### src/rtl/cdc_wr_bridge.sv
// Write-side front end for the single-entry async CDC FIFO (wclk domain).
// Buffers one source beat and turns valid/ready into a one-cycle push pulse with full-flag handshake checking.
module cdc_wr_bridge #(
  parameter int DATA_W  = 51,
  parameter int TIMEOUT = 4
) (
  input  logic              wclk,
  input  logic              wrst,
  input  logic              s_valid,
  input  logic [DATA_W-1:0] s_data,
  output logic              s_ready,
  output logic              fifo_wpush,
  output logic [DATA_W-1:0] fifo_wdata,
  input  logic              fifo_wfull,
  output logic              busy,
  output logic              err,
  output logic [15:0]       push_cnt,
  output logic [1:0]        dbg_state
);

  // Source handshake: a beat transfers on a wclk edge where s_valid and s_ready are
  // both high; s_ready depends only on the hold register, never on s_valid.
  typedef enum logic [1:0] {
    ST_IDLE     = 2'd0,
    ST_PUSH     = 2'd1,
    ST_WAIT_SET = 2'd2,
    ST_WAIT_CLR = 2'd3
  } state_t;

  localparam logic [3:0] TMO_LAST = 4'(TIMEOUT - 1);

  state_t              r_state;
  state_t              w_next;
  logic                r_hold_valid;
  logic [DATA_W-1:0]   r_hold_data;
  logic                r_wpush;
  logic [DATA_W-1:0]   r_wdata;
  logic                r_err;
  logic [15:0]         r_push_cnt;
  logic [3:0]          r_tmo;

  logic                w_accept;
  logic                w_push_start;
  logic                w_push_done;
  logic                w_tmo_clr;
  logic                w_tmo_inc;
  logic                w_set_err;

  assign w_accept    = s_valid & ~r_hold_valid;
  assign w_push_done = (r_state == ST_PUSH);

  always_ff @(posedge wclk or posedge wrst) begin
    if (wrst) begin
      r_state <= ST_IDLE;
    end else begin
      r_state <= w_next;
    end
  end

  always_comb begin
    w_next       = r_state;
    w_push_start = 1'b0;
    w_tmo_clr    = 1'b0;
    w_tmo_inc    = 1'b0;
    w_set_err    = 1'b0;
    case (r_state)
      ST_IDLE: begin
        if (r_hold_valid && !fifo_wfull) begin
          w_next       = ST_PUSH;
          w_push_start = 1'b1;
        end
      end
      ST_PUSH: begin
        w_next    = ST_WAIT_SET;
        w_tmo_clr = 1'b1;
      end
      ST_WAIT_SET: begin
        // The FIFO must acknowledge the push by raising its full flag.
        if (fifo_wfull) begin
          w_next = ST_WAIT_CLR;
        end else if (r_tmo == TMO_LAST) begin
          w_next    = ST_IDLE;
          w_set_err = 1'b1;
        end else begin
          w_tmo_inc = 1'b1;
        end
      end
      ST_WAIT_CLR: begin
        if (!fifo_wfull) begin
          w_next = ST_IDLE;
        end
      end
      default: begin
        w_next = ST_IDLE;
      end
    endcase
  end

  // s_ready is low throughout PUSH, so an accept and the PUSH-exit clear never collide.
  always_ff @(posedge wclk or posedge wrst) begin
    if (wrst) begin
      r_hold_valid <= 1'b0;
      r_hold_data  <= '0;
    end else if (w_accept) begin
      r_hold_valid <= 1'b1;
      r_hold_data  <= s_data;
    end else if (w_push_done) begin
      r_hold_valid <= 1'b0;
    end
  end

  always_ff @(posedge wclk or posedge wrst) begin
    if (wrst) begin
      r_wpush <= 1'b0;
      r_wdata <= '0;
    end else begin
      r_wpush <= w_push_start;
      if (w_push_start) begin
        r_wdata <= r_hold_data;
      end
    end
  end

  always_ff @(posedge wclk or posedge wrst) begin
    if (wrst) begin
      r_tmo <= 4'd0;
    end else if (w_tmo_clr) begin
      r_tmo <= 4'd0;
    end else if (w_tmo_inc) begin
      r_tmo <= r_tmo + 4'd1;
    end
  end

  always_ff @(posedge wclk or posedge wrst) begin
    if (wrst) begin
      r_push_cnt <= 16'd0;
    end else if (w_push_done) begin
      r_push_cnt <= r_push_cnt + 16'd1;
    end
  end

  always_ff @(posedge wclk or posedge wrst) begin
    if (wrst) begin
      r_err <= 1'b0;
    end else if (w_set_err) begin
      r_err <= 1'b1;
    end
  end

  assign s_ready    = ~r_hold_valid;
  assign fifo_wpush = r_wpush;
  assign fifo_wdata = r_wdata;
  assign busy       = (r_state != ST_IDLE) | r_hold_valid;
  assign err        = r_err;
  assign push_cnt   = r_push_cnt;
  assign dbg_state  = r_state;

endmodule

### config.mk
export PLATFORM = sky130hd
export DESIGN_NAME = cdc_wr_bridge
export DESIGN_NICKNAME = d
export VERILOG_FILES = /design/src/rtl/cdc_wr_bridge.sv
export SDC_FILE = /design/constraint.sdc
export NUM_CORES = 1
export LEC_CHECK = 0
export CAP_MARGIN = 20
export CORE_MARGIN = 4
export CORE_UTILIZATION = 45
export CTS_CLUSTER_SIZE = 28
export DETAILED_ROUTE_END_ITERATION = 10
export PLACE_DENSITY = 0.75
export SYNTH_ARGS = -nofsm -noshare
export SYNTH_HDL_FRONTEND = slang
export SYNTH_SLANG_ARGS = --single-unit
### constraint.sdc
create_clock -name wclk -period 5 [get_ports wclk]
set_input_delay 1 -clock wclk [delete_from_list [all_inputs] [get_ports wclk]]
set_output_delay 1 -clock wclk [all_outputs]
set_load 0.02 [all_outputs]
==> run_results.csv, run 1 <==
group,metric,value,unit
power,p_leak,2.930,nW
timing,worstMarginPinSlew,0.9833,ns
detailed_routing,totalWireLength,9602,µm
timing,clock.fmax,343.6,MHz
final_layout,drive_gt1_share,30.80,%
die,dieArea,12650,µm²
power,swShare,31.18,%
critical_path,path_class,"flip-flop to output port",
critical_path,crit_path_start_kind,"flip-flop",
final_layout,nNetsFinal,506,
detailed_routing,drtAntennaViolNets,0,
timing,hold_violations,0,
global_routing,grt_pass1_vias,3242,
logic_synthesis,async_reset_ff_share,100.0,%
power,pwr-share-seq,38.8,%
critical_path,slowest_delay,0.54,ns
detailed_routing,via_per_inst,4.953,
placed_design,hpwl,6559,µm
timing,hold_slack,0.4747,ns
global_routing,grt_max_degree,84,
placed_design,routabilityCongestion,0.7201,
placed_design,placed_area,6316,µm²
logic_synthesis,synth_edf_count,0,
logic_synthesis,yosysWarnings,0,
die,boundaryPins,128,
detailed_routing,drt_first_pass_iters,4,
die,die_h,112.5,µm
clock_tree,cts.path.max_buffers,2,
logic_synthesis,ys_seq_area_share,64.70,%
detailed_routing,drtIter0Drc,92,
detailed_routing,vias,2957,
timing,maxSlewViolCount,0,
power,p_total,0.004594,W
clock_tree,cts-buffers-inserted,17,
power,vdd_drop_max,0.0003191,V
global_routing,gr-usage-all-layers,16.07,%
critical_path,r2r_setup_slack,2.87,ns
detailed_routing,drc,0,
die,core-area,10460,µm²
critical_path,cp.required,4.00,ns
critical_path,path_buf_inv,1,
clock_tree,root_buffer,"clkbuf_8",
critical_path,rr_worst_depth,3,
clock_tree,insertion_delay,0.50,ns
clock_tree,clk_pin_slew,0.06,ns
power,intPower,0.003161,W
clock_tree,post_cts_buffers,0,
clock_tree,cts_resized,0,
power,combPwrFrac,36.3,%
logic_synthesis,syn_inst,308,
clock_tree,ctsHtreeMaxLevel,4,
timing,rsz0062_at_grt,"no",
timing,final.min_clock_period,2.911,ns
placed_design,port_buffers,127,
critical_path,worst_setup_path_end_kind,"output port",
timing,finalSetupViolCount,0,
logic_synthesis,syn_avg_cell_area,15.95,µm²
clock_tree,cts_tree,"built",
die,start_util,46.95,%
final_layout,post-route-util,65.91,%
flow_run,maxCapViolations,0,
final_layout,fill_cells,799,
critical_path,critical_path_depth,2,
logic_synthesis,synthDistinctLibCells,28,
critical_path,worstPathMaxFanout,9,
timing,fin_skew,0.005966,ns
critical_path,crit_end,"busy",
worst_hold_path,hold_path_class,"flip-flop to flip-flop",
final_layout,layout_common_cells,"dfrtp_1, clkdlybuf4s50_1, mux2_2, clkbuf_16, xnor2_1",
logic_synthesis,synth_seq_cells,127,
final_layout,final_area,6895,µm²
critical_path,cp_top_family,"buffers and inverters",
power,power_switching,0.001432,W
timing,setup_tns,0,ns
die,die_w,112.5,µm
die,fp-row-count,37,
global_routing,grt_pass1_wl,16290,µm
worst_hold_path,hp-start,"push_cnt[15]",
global_routing,antenna_found_initial,0,
logic_synthesis,syn-num-nets,365,
critical_path,startpoint,"dbg_state[1]",
logic_synthesis,ys.flop_type,"dfrtp_1",
power,p_per_area,666.2,nW/µm²
critical_path,r2r-start,"r_hold_valid",
detailed_routing,wl_per_cell,16.08,µm
final_layout,antenna_cells,0,
critical_path,crit_chain,"or3_1 > clkdlybuf4s50_1",
status,status,"finished, final reports clean",
clock_tree,postCtsHoldBufs,0,
final_layout,syn_to_final_growth,40.37,%
critical_path,critPathArrivalTime,1.91,ns
power,p_clk_share,25.0,%
global_routing,overflow,0,
critical_path,regToRegEndpoint,"r_hold_data[39]",
timing,fin_crit_sh,58.21,%
timing,relSlewSlack,34.31,%
clock_tree,clock_sinks,127,
critical_path,worst_path_max_delay_cell,"clkdlybuf4s50_1",
logic_synthesis,synthesis.area,4912,µm²
-- metrics by stage --
stage / instances / setup WS, ns
finish: 597 / 2.089
global route: 597 / 2.037
CTS: 596 / 2.055
detailed placement: 565 / 1.740
global placement: 565 / 1.735
floorplan: 308 / 0.6157
-- layout make-up --
cell class                      count  area, µm²  area share [%]
Inverter                            3      13.76          0.1996
Timing Repair Buffer              133       1329           19.27
Tap cell                          136      170.2           2.468
Sequential cell                   127       3178           46.09
Clock inverter                     13      141.4           2.050
Multi-Input combinational cell    167       1645           23.86
Clock buffer                       18      417.9           6.061
-- worst min-delay path by stage --
stage / slack, ns / end / cells past startpoint
global placement: 0.46 / push_cnt[15] / 1
detailed placement: 0.47 / push_cnt[15] / 1
global route: 0.48 / push_cnt[15] / 1
floorplan: 0.47 / r_hold_data[0] / 1
CTS: 0.48 / push_cnt[15] / 1
finish: 0.47 / push_cnt[15] / 1
-- routing by layer --
metal | up-vias | global-route usage, % | part of all wire, %
met5 | - | 0 | 0
met4 | 0 | 4.808 | 1.1
met3 | 10 | 5.714 | 6.2
met2 | 87 | 24.95 | 47
met1 | 1490 | 21.39 | 45
li1 | 1370 | - | -
-- cells by family (layout without fill, tap and decap cells) --
group	after synthesis	in the layout	synth area share, %
buf+inv	14	167	1.961
fa+ha+maj	2	2	0.5093
simple gates	42	42	5.222
xor+xnor	16	16	2.853
flops	127	127	64.70
mux	102	102	24.15
compound gates	5	5	0.6111
-- power by group through the flow --
stage | logic, W | registers, W | clock network [W]
4_1_cts | 0.00169 | 0.00178 | 0.00117
3_3_place_gp | 0.00165 | 0.00177 | 0
5_1_grt | 0.00178 | 0.00185 | 0.00122
3_5_place_dp | 0.00169 | 0.00179 | 0
6_report | 0.00167 | 0.00178 | 0.00115
2_1_floorplan | 0.000728 | 0.00203 | 0
-- worst register-to-register path, delay by kind of cell, from the launching register on --
kind | cells | cell delay (ns)
and+or+nand+nor | 1 | 0.78
buffers and inverters | 1 | 0.43
DFF | 1 | 0.42
muxes | 1 | 0.38
-- registers in the layout, indices dropped and copies added, names as in the netlist --
name          flops
r_tmo             4
r_hold_data      51
dbg_state         2
fifo_wpush        1
push_cnt         16
fifo_wdata       51
err               1
r_hold_valid      1
-- cell usage after synthesis, drive strengths merged (2+ instances only) --
| library cell | number | area, µm² |
|---|---|---|
| dfrtp | 127 | 3178 |
| mux2 | 102 | 1186 |
| xnor2 | 11 | 96.34 |
| buf | 10 | 81.32 |
| nand2 | 10 | 37.54 |
| nand3 | 6 | 30.03 |
| nand4 | 5 | 31.28 |
| xor2 | 5 | 43.79 |
| nor2 | 4 | 15.01 |
| and4 | 3 | 26.28 |
| inv | 3 | 11.26 |
| nand2b | 3 | 18.77 |
| a21o | 2 | 15.01 |
| ha | 2 | 25.02 |
| nand4b | 2 | 17.52 |
| nor2b | 2 | 12.51 |
| nor3b | 2 | 20.02 |
| o21ai | 2 | 10.01 |
No activity file was read; power rests on OpenSTA's default activity.
==> run 2: changes to the inputs <==
- CORE_UTILIZATION: 45 -> 44
- PLACE_DENSITY: 0.75 -> 0.76
- clock period: 5 -> 2.6 ns (I/O delays scaled with it)
==> run 2 against run 1 <==
  * Sequential power grew 93%
  * Wire length grew 2.2%
  * Critical path type unchanged
  * Final cell count grew 0.50%
  * Worst hold slack lost 0.0038 ns
  * Highest routed layer unchanged
  * Clock-buffer cell count shrank 1
  * Non-clock buffer count shrank 2
  * Combinational power grew 93%
==> run_results.csv, run 2 (synthesis gave the netlist of run 1 again) <==
group,metric,value,unit
status,status,"finished, final reports clean",
critical_path,startpoint,"dbg_state[1]",
final_layout,final_cells,600,
die,dieArea,12920,µm²
clock_tree,cts_tree,"built",
die,die_w,113.7,µm
clock_tree,insertion_delay,0.51,ns
clock_tree,postCtsHoldBufs,0,
power,intPower,0.006028,W
power,vdd_drop_max,0.0007635,V
die,fp-row-count,38,
detailed_routing,drtAntennaViolNets,0,
timing,worstMarginPinSlew,0.7033,ns
timing,hold_slack,0.4709,ns
critical_path,path_class,"flip-flop to output port",
timing,maxSlewViolCount,0,
flow_run,maxCapViolations,0,
critical_path,crit_path_start_kind,"flip-flop",
clock_tree,cts.path.max_buffers,2,
critical_path,worstPathMaxFanout,9,
placed_design,port_buffers,127,
detailed_routing,drtIter0Drc,165,
critical_path,worst_setup_path_end_kind,"output port",
global_routing,gr-usage-all-layers,15.92,%
die,die_h,113.7,µm
final_layout,fill_cells,843,
power,combPwrFrac,36.2,%
timing,final.min_clock_period,2.430,ns
final_layout,nNetsFinal,504,
detailed_routing,vias,2982,
power,power_switching,0.002857,W
power,p_clk_share,25.1,%
critical_path,critPathArrivalTime,1.91,ns
clock_tree,clk_pin_slew,0.06,ns
clock_tree,root_buffer,"clkbuf_8",
timing,setup_tns,0,ns
power,p_leak,2.934,nW
global_routing,antenna_found_initial,0,
timing,clock.fmax,411.5,MHz
timing,relSlewSlack,53.11,%
global_routing,overflow,0,
placed_design,dp_cells,568,
die,core-area,10890,µm²
detailed_routing,totalWireLength,9810,µm
worst_hold_path,hp-start,"err",
critical_path,r2r-start,"dbg_state[1]",
placed_design,hpwl,6483,µm
final_layout,antenna_cells,0,
power,p_per_area,1287,nW/µm²
timing,finalSetupViolCount,0,
power,p_total,0.008884,W
detailed_routing,via_per_inst,4.970,
detailed_routing,wl_per_cell,16.35,µm
die,boundaryPins,128,
die,start_util,45.12,%
detailed_routing,drc,0,
power,pwr-share-seq,38.6,%
clock_tree,cts-buffers-inserted,17,
clock_tree,post_cts_buffers,0,
detailed_routing,drt_first_pass_iters,4,
global_routing,grt_pass1_vias,3225,
timing,fin_crit_sh,93.46,%
timing,hold_violations,0,
final_layout,syn_to_final_growth,40.55,%
clock_tree,clock_sinks,127,
final_layout,layout_common_cells,"dfrtp_1, clkdlybuf4s50_1, mux2_2, clkbuf_16, xnor2_1",
global_routing,grt_pass1_wl,16130,µm
global_routing,grt_max_degree,128,
worst_hold_path,hold_path_class,"flip-flop to flip-flop",
placed_design,routabilityCongestion,0.7209,
clock_tree,ctsHtreeMaxLevel,4,
final_layout,drive_gt1_share,30.87,%
clock_tree,cts_resized,0,
critical_path,cp.required,2.08,ns
timing,fin_skew,0.007822,ns
timing,rsz0062_at_grt,"no",
power,swShare,32.16,%
-- run 2: layout make-up --
type	instances	area [µm²]	share of cell area, %
flip-flops and latches	127	3178	46.03
clock buffers	17	414.1	5.999
well taps	140	175.2	2.537
multi-input cells	167	1645	23.83
repair buffers	131	1326	19.21
clock inverters	15	150.1	2.175
inverters	3	15.01	0.2175
-- run 2: final timing paths --
kind | end | slack [ns] | cells after the start
worst max-delay path | busy | 0.17 | 2
worst min-delay path | err | 0.47 | 1
worst max register to register | fifo_wdata[8] | 0.91 | 3
worst min register to register | err | 0.47 | 1
max in group asynchronous | push_cnt[15] | 1.49 | 3
min in group asynchronous | r_hold_data[34] | 0.54 | 3
-- run 2: power groups by stage --
stage	registers (W)	logic (W)	clock network [W]
after global placement	0.00341	0.00318	0
after detailed placement	0.00346	0.00325	0
after floorplan	0.00390	0.00140	0
after CTS	0.00345	0.00328	0.00228
after global routing	0.00356	0.00342	0.00237
final	0.00343	0.00322	0.00223
-- run 2: metal layers --
| metal | share of wire (%) | track usage (%) | vias to the layer above |
|---|---|---|---|
| li1 | - | - | 1355 |
| met1 | 41 | 19.60 | 1534 |
| met2 | 52 | 26.54 | 77 |
| met3 | 5.0 | 4.138 | 16 |
| met4 | 1.6 | 6.971 | 0 |
| met5 | 0 | 0 | - |
-- run 2: critical path, stage by stage, from the launching register on --
cell and delay (ns):
dfrtp_1 0.47, or3_1 0.40, clkdlybuf4s50_1 0.54
-- run 2: metrics by stage --
stage	area (µm²)	setup WS [ns]	utilization (%)
global route	6904	0.07709	63.41
CTS	6904	0.1345	63.41
global placement	6340	0.4404	58.23
detailed placement	6340	0.4114	58.23
floorplan	4916	0.5127	-
finish	6904	0.1701	63.41
==> run 3: changes to the inputs <==
- CORE_MARGIN: 4 -> unset
- GPL_TIMING_DRIVEN: unset -> 0
==> run 3 against run 2 <==
  * Clock power grew 7%
  * Via count grew 0.77%
  * Worst setup slack lost 0.016 ns
  * Global-route usage grew 3.3 points
  * Critical path depth is the same
  * Final cell count grew 1.5%
  * Register-to-register slack lost 0.22 ns
  * Worst hold slack lost 0.17 ns
  * Wire length is essentially flat
  * Non-clock buffer count grew 10
  * Combinational power grew 2%
  * Clock skew shrank 0.0014 ns
==> run_results.csv, run 3 (synthesis gave the netlist of run 1 again) <==
group,metric,value,unit
status,status,"finished, final reports clean",
detailed_routing,drtAntennaViolNets,0,
power,p_clk_share,26.3,%
timing,relSlewSlack,51.97,%
timing,fin_skew,0.006437,ns
global_routing,grtUsageMet2,30.82,%
timing,final.min_clock_period,2.446,ns
clock_tree,cts-buffers-inserted,17,
die,dieArea,11590,µm²
die,die_w,107.7,µm
global_routing,antenna_found_initial,0,
global_routing,gr-usage-met3,6.235,%
critical_path,path_buf_inv,1,
detailed_routing,vias,3005,
clock_tree,ctsHtreeMaxLevel,4,
power,swShare,30.31,%
die,boundaryPins,128,
flow_run,maxCapViolations,0,
critical_path,regToRegEndpoint,"fifo_wdata[12]",
final_layout,post-route-util,64.82,%
global_routing,busiest_layer,"met2",
detailed_routing,drt_first_pass_iters,4,
placed_design,routabilityCongestion,0.7707,
critical_path,critical_path_depth,2,
detailed_routing,drc,0,
timing,worst_slack,0.1539,ns
clock_tree,cts.path.max_buffers,2,
critical_path,worst_setup_path_end_kind,"output port",
timing,clock.fmax,408.8,MHz
clock_tree,post_cts_buffers,0,
critical_path,r2r-start,"dbg_state[1]",
final_layout,nNetsFinal,514,
global_routing,grt_pass1_vias,3195,
timing,finalSetupViolCount,0,
timing,maxSlewViolCount,0,
critical_path,cp_top_family,"buffers and inverters",
critical_path,critPathArrivalTime,1.93,ns
power,vdd_drop_max,0.0006047,V
worst_hold_path,hold_path_class,"primary input to asynchronous set/reset pin",
placed_design,placed_area,6422,µm²
power,p_per_area,1289,nW/µm²
critical_path,rr_worst_depth,3,
timing,hold_violations,0,
die,fp-row-count,38,
power,p_leak,3.014,nW
critical_path,worst_path_max_delay_cell,"clkdlybuf4s50_1",
global_routing,overflow,0,
critical_path,cp.required,2.08,ns
critical_path,r2r_setup_slack,0.69,ns
timing,setup_tns,0,ns
detailed_routing,drtIter0Drc,91,
critical_path,path_class,"flip-flop to output port",
critical_path,crit_path_start_kind,"flip-flop",
detailed_routing,wl_per_cell,16.11,µm
timing,fin_crit_sh,94.08,%
global_routing,use_met1,24.08,%
critical_path,worstPathMaxFanout,9,
global_routing,grt_max_degree,44,
final_layout,drive_gt1_share,31.77,%
die,start_util,45.31,%
critical_path,crit_chain,"or3_1 > clkdlybuf4s50_1",
global_routing,gr-usage-all-layers,19.19,%
timing,worstMarginPinSlew,0.7151,ns
clock_tree,clk_pin_slew,0.06,ns
final_layout,antenna_cells,0,
clock_tree,postCtsHoldBufs,0,
critical_path,slowest_delay,0.54,ns
die,core-area,10840,µm²
die,die_h,107.7,µm
final_layout,layout_common_cells,"dfrtp_1, clkdlybuf4s50_1, mux2_2, clkbuf_16, xnor2_1",
global_routing,grt_pass1_wl,16480,µm
placed_design,dp_slack,0.1309,ns
detailed_routing,via_per_inst,4.934,
clock_tree,cts_tree,"built",
detailed_routing,totalWireLength,9814,µm
final_layout,syn_to_final_growth,43.05,%
power,power_switching,0.002746,W
final_layout,final_area,7027,µm²
power,pwr-share-seq,37.5,%
clock_tree,root_buffer,"clkbuf_8",
clock_tree,cts_resized,0,
power,intPower,0.006314,W
timing,rsz0062_at_grt,"no",
power,combPwrFrac,36.2,%
clock_tree,clock_sinks,127,
clock_tree,insertion_delay,0.51,ns
placed_design,hpwl,6889,µm
placed_design,port_buffers,127,
[run 3: changes by cell type in the layout (fill, tap and decap cells not counted), sizes merged]
cell,previous run,this run
clkinvlp,4,2
clkbuf,17,22
clkinv,2,6
inv,11,2
bufinv,1,3
buf,4,13
[run 3: final cells by class]
cell class | count | area (µm²)
multi-input cells | 167 | 1638
flip-flops and latches | 127 | 3178
clock buffers | 21 | 469.2
fillers | 855 | 3814
plain buffers | 11 | 85.08
clock inverters | 10 | 135.1
inverters | 3 | 15.01
well taps | 140 | 175.2
repair buffers | 130 | 1331
[run 3: power by group through the flow]
stage          Combinational (W)  Clock [W]  Sequential, W
2_1_floorplan            0.00140          0        0.00390
6_report                 0.00328    0.00238        0.00340
5_1_grt                  0.00351    0.00252        0.00354
3_5_place_dp             0.00332          0        0.00344
3_3_place_gp             0.00323          0        0.00337
4_1_cts                  0.00334    0.00242        0.00342
[run 3: worst max path at each step]
| stage | slack, ns | to | start |
|---|---|---|---|
| 2_1_floorplan | 0.51 | dbg_state[0] | wrst |
| 4_1_cts | 0.11 | busy | dbg_state[1] |
| 3_5_place_dp | 0.13 | fifo_wdata[12] | fifo_wfull |
| 3_3_place_gp | -0.57 | fifo_wdata[20] | wrst |
| 5_1_grt | 0.07 | busy | dbg_state[1] |
| 6_report | 0.15 | busy | dbg_state[1] |
[run 3: layer usage]
metal,vias up,wire [µm]
li1,1379,-
met1,1524,4295
met2,89,4823
met3,13,558
met4,0,136
met5,-,0
[run 3: per-stage QoR]
| stage | power (W) | cells | hold WS [ns] |
|---|---|---|---|
| floorplan | 0.005304 | 308 | 0.4750 |
| global placement | 0.006604 | 575 | 0.4443 |
| detailed placement | 0.006758 | 578 | 0.4541 |
| CTS | 0.009174 | 609 | 0.2937 |
| global route | 0.009568 | 609 | 0.3095 |
| finish | 0.009060 | 609 | 0.3038 |
